$ cat config.mk
export PLATFORM = sky130hd
export DESIGN_NAME = glitch_loader
export DESIGN_NICKNAME = d
export VERILOG_FILES = /design/src/rtl/glitch_loader.sv
export SDC_FILE = /design/constraint.sdc
export NUM_CORES = 1
export LEC_CHECK = 0
export CELL_PAD_IN_SITES_DETAIL_PLACEMENT = 1
export CELL_PAD_IN_SITES_GLOBAL_PLACEMENT = 2
export CORE_MARGIN = 1.5
export CORE_UTILIZATION = 35
export CTS_CLUSTER_DIAMETER = 120
export DETAILED_ROUTE_END_ITERATION = 16
export PLACE_DENSITY_LB_ADDON = 0.1
export SLEW_MARGIN = 30
export SYNTH_ARGS = -nofsm -noshare
export SYNTH_HDL_FRONTEND = slang
export SYNTH_SLANG_ARGS = --single-unit
export TNS_END_PERCENT = 20
$ cat constraint.sdc
create_clock -name clk_in -period 3.06 [get_ports clk_in]
set_clock_uncertainty 0.15 [all_clocks]
set_input_delay 0.612 -clock clk_in [delete_from_list [all_inputs] [get_ports clk_in]]
set_output_delay 0.612 -clock clk_in [all_outputs]
set_load 0.02 [all_outputs]
$ cat src/rtl/glitch_loader.sv
// glitch_loader: turns serial command frames (SYNC, N, N x 4 bytes, CSUM)
// into 32-bit command words for the glitch FIFO, then pads it to full.
// Ports: clk_in/rst (async, active-low), rx_data/rx_valid byte input,
//   glitch_ready/fifo_full/fifo_empty status, fifo_out/fifo_we/fifo_clr
//   FIFO write side, busy/done/err_code status outputs.
module glitch_loader #(
    parameter logic [7:0]  SYNC    = 8'hA5,
    parameter logic [15:0] TIMEOUT = 16'd50000
) (
    input  logic        clk_in,
    input  logic        rst,
    input  logic [7:0]  rx_data,
    input  logic        rx_valid,
    input  logic        glitch_ready,
    input  logic        fifo_full,
    input  logic        fifo_empty,
    output logic [31:0] fifo_out,
    output logic        fifo_we,
    output logic        fifo_clr,
    output logic        busy,
    output logic        done,
    output logic [1:0]  err_code
);

    typedef enum logic [2:0] {
        S_IDLE,
        S_COUNT,
        S_DATA,
        S_CSUM,
        S_PAD,
        S_FLUSH
    } state_t;

    state_t      state, state_nx;
    logic [7:0]  word_cnt, cnt_nx;
    logic [7:0]  csum, csum_nx;
    logic [31:0] asm_reg, asm_nx;
    logic [1:0]  byte_idx, idx_nx;
    logic [15:0] idle_cnt, idle_nx;
    logic [31:0] out_q, out_nx;
    logic        we_q, we_nx;
    logic [1:0]  err_q, err_nx;
    logic        pad_we;
    logic        clr_c;
    logic        done_c;
    logic        timed_out;
    logic [31:0] asm_shift;

    assign timed_out = (idle_cnt == TIMEOUT - 16'd1);
    assign asm_shift = {asm_reg[23:0], rx_data};

    always_ff @(posedge clk_in or negedge rst) begin
        if (!rst) begin
            state    <= S_IDLE;
            word_cnt <= 8'd0;
            csum     <= 8'd0;
            asm_reg  <= 32'd0;
            byte_idx <= 2'd0;
            idle_cnt <= 16'd0;
            out_q    <= 32'd0;
            we_q     <= 1'b0;
            err_q    <= 2'd0;
        end else begin
            state    <= state_nx;
            word_cnt <= cnt_nx;
            csum     <= csum_nx;
            asm_reg  <= asm_nx;
            byte_idx <= idx_nx;
            idle_cnt <= idle_nx;
            out_q    <= out_nx;
            we_q     <= we_nx;
            err_q    <= err_nx;
        end
    end

    always_comb begin
        state_nx = state;
        cnt_nx   = word_cnt;
        csum_nx  = csum;
        asm_nx   = asm_reg;
        idx_nx   = byte_idx;
        idle_nx  = idle_cnt;
        out_nx   = out_q;
        we_nx    = 1'b0;
        err_nx   = err_q;
        pad_we   = 1'b0;
        clr_c    = 1'b0;
        done_c   = 1'b0;
        case (state)
            S_IDLE: begin
                idle_nx = 16'd0;
                if (rx_valid && rx_data == SYNC &&
                    glitch_ready && fifo_empty) begin
                    err_nx   = 2'd0;
                    state_nx = S_COUNT;
                end
            end
            S_COUNT: begin
                if (rx_valid) begin
                    idle_nx = 16'd0;
                    if (rx_data == 8'd0) begin
                        err_nx   = 2'd3;
                        state_nx = S_FLUSH;
                    end else begin
                        cnt_nx   = rx_data;
                        csum_nx  = rx_data;
                        idx_nx   = 2'd0;
                        state_nx = S_DATA;
                    end
                end else if (timed_out) begin
                    err_nx   = 2'd2;
                    state_nx = S_FLUSH;
                end else begin
                    idle_nx = idle_cnt + 16'd1;
                end
            end
            S_DATA: begin
                if (rx_valid) begin
                    idle_nx = 16'd0;
                    csum_nx = csum ^ rx_data;
                    asm_nx  = asm_shift;
                    idx_nx  = byte_idx + 2'd1;
                    if (byte_idx == 2'd3) begin
                        if (fifo_full) begin
                            err_nx   = 2'd3;
                            state_nx = S_FLUSH;
                        end else begin
                            out_nx = asm_shift;
                            we_nx  = 1'b1;
                            cnt_nx = word_cnt - 8'd1;
                            if (word_cnt == 8'd1)
                                state_nx = S_CSUM;
                        end
                    end
                end else if (timed_out) begin
                    err_nx   = 2'd2;
                    state_nx = S_FLUSH;
                end else begin
                    idle_nx = idle_cnt + 16'd1;
                end
            end
            S_CSUM: begin
                if (rx_valid) begin
                    idle_nx = 16'd0;
                    if (rx_data == csum) begin
                        // zero word = delay 0, width 0: executor no-op
                        out_nx   = 32'd0;
                        state_nx = S_PAD;
                    end else begin
                        err_nx   = 2'd1;
                        state_nx = S_FLUSH;
                    end
                end else if (timed_out) begin
                    err_nx   = 2'd2;
                    state_nx = S_FLUSH;
                end else begin
                    idle_nx = idle_cnt + 16'd1;
                end
            end
            S_PAD: begin
                // a full FIFO is what starts the executor
                if (fifo_full) begin
                    done_c   = 1'b1;
                    state_nx = S_IDLE;
                end else begin
                    pad_we = 1'b1;
                end
            end
            S_FLUSH: begin
                clr_c    = 1'b1;
                state_nx = S_IDLE;
            end
            default: state_nx = S_IDLE;
        endcase
    end

    assign fifo_out = out_q;
    assign fifo_we  = we_q | pad_we;
    assign fifo_clr = clr_c;
    assign done     = done_c;
    assign busy     = (state != S_IDLE);
    assign err_code = err_q;

endmodule

After elaboration in Yosys (flattened, before gate mapping):

Cells that the tools add are included.

* eq/ne operators: 25
* bitwise operators: 2
* muxes and demuxes: 51
* reduce and logical (&&, ||, !) cells: 18
* add/subtract/negate cells: 3

Operators with widths (count)
* 32-bit 2-to-1 mux: 5
* 32-bit case mux with 2 select lines: 1
* 8-bit 2-to-1 mux: 6
* 16-bit 2-to-1 mux: 2
* 16-bit case mux with 2 select lines: 1
* 8-bit case mux with 2 select lines: 2
* 3-bit 2-to-1 mux: 10
* 2-bit 2-to-1 mux: 12
* 2-bit != test, second input constant: 9
* 6-bit AND reduction: 3
* 16-bit by 1-bit adder with 16-bit output, second input constant: 1
* 16-bit == test, second input constant: 1
* 3-bit != test, second input constant: 5
* 3-bit case mux with 5 select lines: 1
* 1-bit 2-to-1 mux: 9
* 8-bit by 1-bit == test with 1-bit output, second input constant: 1
* 8-bit == test: 1
* 8-bit == test, second input constant: 1
* 8-bit logical NOT: 1
* 2-bit case mux with 4 select lines: 1
* 4-bit AND reduction: 2
* 8-bit by 1-bit subtractor with 8-bit output, second input constant: 1
* 8-bit XOR: 1
* 3-bit by 2-bit == test with 1-bit output, second input constant: 2
* 14 further kinds: 20

* input bits: 14
* word-level logic and storage cells: 108
* output and inout bits: 38
* bits in registers: 96

Logic depth before layout (Yosys ltp):

* depth in word-level cells: 6
* mapped depth: 7
* gate-level depth less buffers: 7

Least setup slack after synthesis:

Ideal clock, no wire load.

* kind: input port to flip-flop
* from: in rx_data[1]
* to: reg state[2]
* arrival: 2.235 ns
* required time: 2.830 ns
* stages on the path: 6
* buffers on the path: 1
* library setup time: 0.080 ns
* path slack: 0.594 ns
* path through: clkbuf_1 > nor4_4 > a311oi_1 > a311o_1 > or4b_1 > o22ai_2

* cells in the longest elaborated chain, start to end: 6
* elaborated cells on any way between the ends: 10
* classes of those cells: eq/ne: 2; mux: 3; reduce/logical: 5

RTL lines
* from (decl): line 12 `input logic [7:0] rx_data,`
* 8-bit == test: line 92 `if (rx_valid && rx_data == SYNC &&`
* 1-bit logical AND (2 in a row): line 92
* 1-bit logical AND: line 93 `glitch_ready && fifo_empty) begin`
* 2-bit != test (no line)
* 4-bit AND reduction (no line)
* to (signal assigned): line 64 `state <= state_nx;`
* to (decl): line 34 `state_t state, state_nx;`

Parallel ways exist; a longest one is shown, timed or not.
A chain may end at the register's enable or synchronous reset.

Worst setup path after layout:

* from: reg state[2]
* to: out fifo_clr

* cells in the longest elaborated chain, start to end: 2

RTL lines
* 3-bit == test: line 89 `case (state)`
* 1-bit 2-to-1 mux: line 89
* to (decl): line 19 `output logic fifo_clr,`

No other way between the ends.

==> metrics.cfg <==
[run_status]
outcome = finished, final reports clean

[global_route]
use_met1_pct = 27.8
antenna_found_initial = 0
grt_pass1_vias = 3845
grt-ovfl-total = 0
grt_max_degree = 60
grt_use_met2_pct = 31.0
grt_usage_pct = 19.9
grt_pass1_wl_mm = 20.6
gr-usage-met3_pct = 5.09
busiest_layer = met2

[cells_and_area]
largest_reg_flops = 32
antenna_cells = 0
fin_util_pct = 45.2
fin_area_um2 = 5700
drive_above_1_share_pct = 12.1
num-nets-final = 549
area_growth_pct = 26.0

[synth]
syn_avg_cell_area_um2 = 9.74
synthFlopType = dfrtp_1
synthCells = 465
synth.distinct_cells = 54
synthArstFlopShare_pct = 100
synth_top_area_share_pct = 53.1
synth.area.top_cells = dfrtp_1 53%, nand2_1 8.3%, a22o_1 6.4%, o21ai_0 2.8%, nor2_1 2.7%
syn_nets = 483
synth.ff_latch_count = 96
synth_edf_count = 0
ys_seq_area_share_pct = 53.1
yosysTopAreaCell = dfrtp_1
ys_warn_count = 0
synth.cell_area_um2 = 4530

[critical_path]
worst_setup_path_end_kind = output pin
worstSetupPathType = flop to output pin
crit_fanout = 17
slowest_stage = dfrtp_1
max_stage_delay_ps = 710
critPathLaunchType = flop
worstPathRequired_ps = 2300
rr_worst_depth = 5
cp_cell_sequence = inv_1, nor2_1, clkdlybuf4s50_1
critPathArrivalTime_ps = 2140

[place]
gp_congestion = 0.808
port_buffers = 51
hpwl_mm = 8.72
postPlaceCellArea_um2 = 5390

[timing]
finalSetupViolCount = 0
period_needed_ps = 2900
max_freq_mhz = 345
hold_violations = 0
worst_slew_pin_slew_ps = 775
grt_setup_unrepaired = false
whs_ps = 168
drv_slew = 0
setup_tns_ps = 0
slew_headroom_pct = 48.3
fin_crit_sh_pct = 94.7

[clock_tree]
cts_tree = built
holdBufCountCts = 0
cts-resized-gates = 0
clock-sinks = 96
cts_setup_buffers = 0
numCtsBuffers = 9
clockBufferDepth = 2
clk_pin_slew_ps = 70
insertion_delay_ps = 350
clock-root-buffer = clkbuf_16
htree_levels = 3

[drt]
viasPerCell = 5.25
detail_route.wl_per_cell_um = 17.7
finalWirelength_mm = 12.5
firstDrtPassIters = 4
antenna_left = 0
num_vias = 3719
drt_iter0_markers = 180
route.detailed.drc = 0

[floorplan]
die_w_um = 117
die_area_um2 = 13600
rows = 41
die_y_um = 117
ios = 52
start_util_pct = 35.9
fp.coreArea_um2 = 12600

[pwr]
p_per_area_nw_per_um2 = 507
p_leak_nw = 2.66
power.total_mw = 2.89
peakVddDrop_mv = 0.448

[run]
max_cap_viol_count = 0

[worst_hold_path]
hold_class = input port to async pin

## power breakdown
group | internal (mW) | total [mW] | leakage (nW) | switching [mW]
sequential | 1.33 | 1.39 | 1.33 | 0.0604
combinational | 0.148 | 0.317 | 1.18 | 0.170
clock | 0.650 | 1.19 | 0.150 | 0.538
total | 2.13 | 2.89 | 2.66 | 0.768
## cells in the final DEF, fill, tap and decap left out, types with 10 or more instances in the layout
cell / Yosys / final
nor2_1: 33 / 32
dfrtp_1: 96 / 96
nor3_1: 11 / 11
a22o_1: 33 / 33
buf_4: 0 / 35
clkdlybuf4s50_1: 0 / 50
a21oi_1: 16 / 16
o21ai_0: 25 / 25
a21o_1: 11 / 11
nand2_1: 100 / 100
xor2_1: 10 / 10
## Yosys cell counts (5+ instances only)
master / number
nand2b_1: 5
o21ai_0: 25
nor2_1: 33
xor2_1: 10
xnor2_1: 8
inv_1: 5
nor4_1: 5
clkbuf_1: 27
a22o_1: 33
a21oi_1: 16
dfrtp_1: 96
nand2_1: 100
nand3_1: 5
a21o_1: 11
nor3_1: 11
nor3b_1: 9
## cell families (layout without fill, tap and decap cells)
kind of cell	after synthesis	count (layout)	share of synthesized area, %
simple gates	202	202	21.9
compound gates	107	107	16.8
flops	96	96	53.1
buf+inv	35	106	2.93
xor+xnor	18	18	3.48
fa+ha+maj	4	4	1.11
mux	3	3	0.719
## path summary, 6_finish.rpt
path                             start            to  slack, ps
max                           state[2]      fifo_clr        160
min                                rst   word_cnt[4]        170
max reg2reg                word_cnt[4]      state[2]        580
min reg2reg                asm_reg[20]   asm_reg[20]        340
max in group asynchronous          rst  fifo_out[16]       1810
min in group clk_in        asm_reg[20]   asm_reg[20]        340
## worst max-delay path, delay by kind of cell (launching register included)
family,cells,cell delay (ps)
buffers and inverters,2,930
AND/OR/NAND/NOR,1,160
flip-flops,1,710
## area by class of cell
class	count	area, um^2
clock inverter	7	82.6
timing repair buffer	85	763
inverter	5	18.8
clock buffer	9	225
sequential	96	2400
fill	1464	6920
tap	172	215
multi-input combinational	334	1990
## per-stage QoR
stage | setup WS, ps | cells
2_1_floorplan | 594 | 465
3_3_place_gp | 77.9 | 692
3_5_place_dp | 48.6 | 692
4_1_cts | 147 | 708
5_1_grt | 62.6 | 708
6_report | 161 | 708
## routing by layer
metal | vias up | wire [um]
met5 | - | 0
met4 | 0 | 131
met3 | 10 | 458
met2 | 46 | 5760
met1 | 1897 | 6190
li1 | 1766 | -
(Power assumes the default switching activity.)
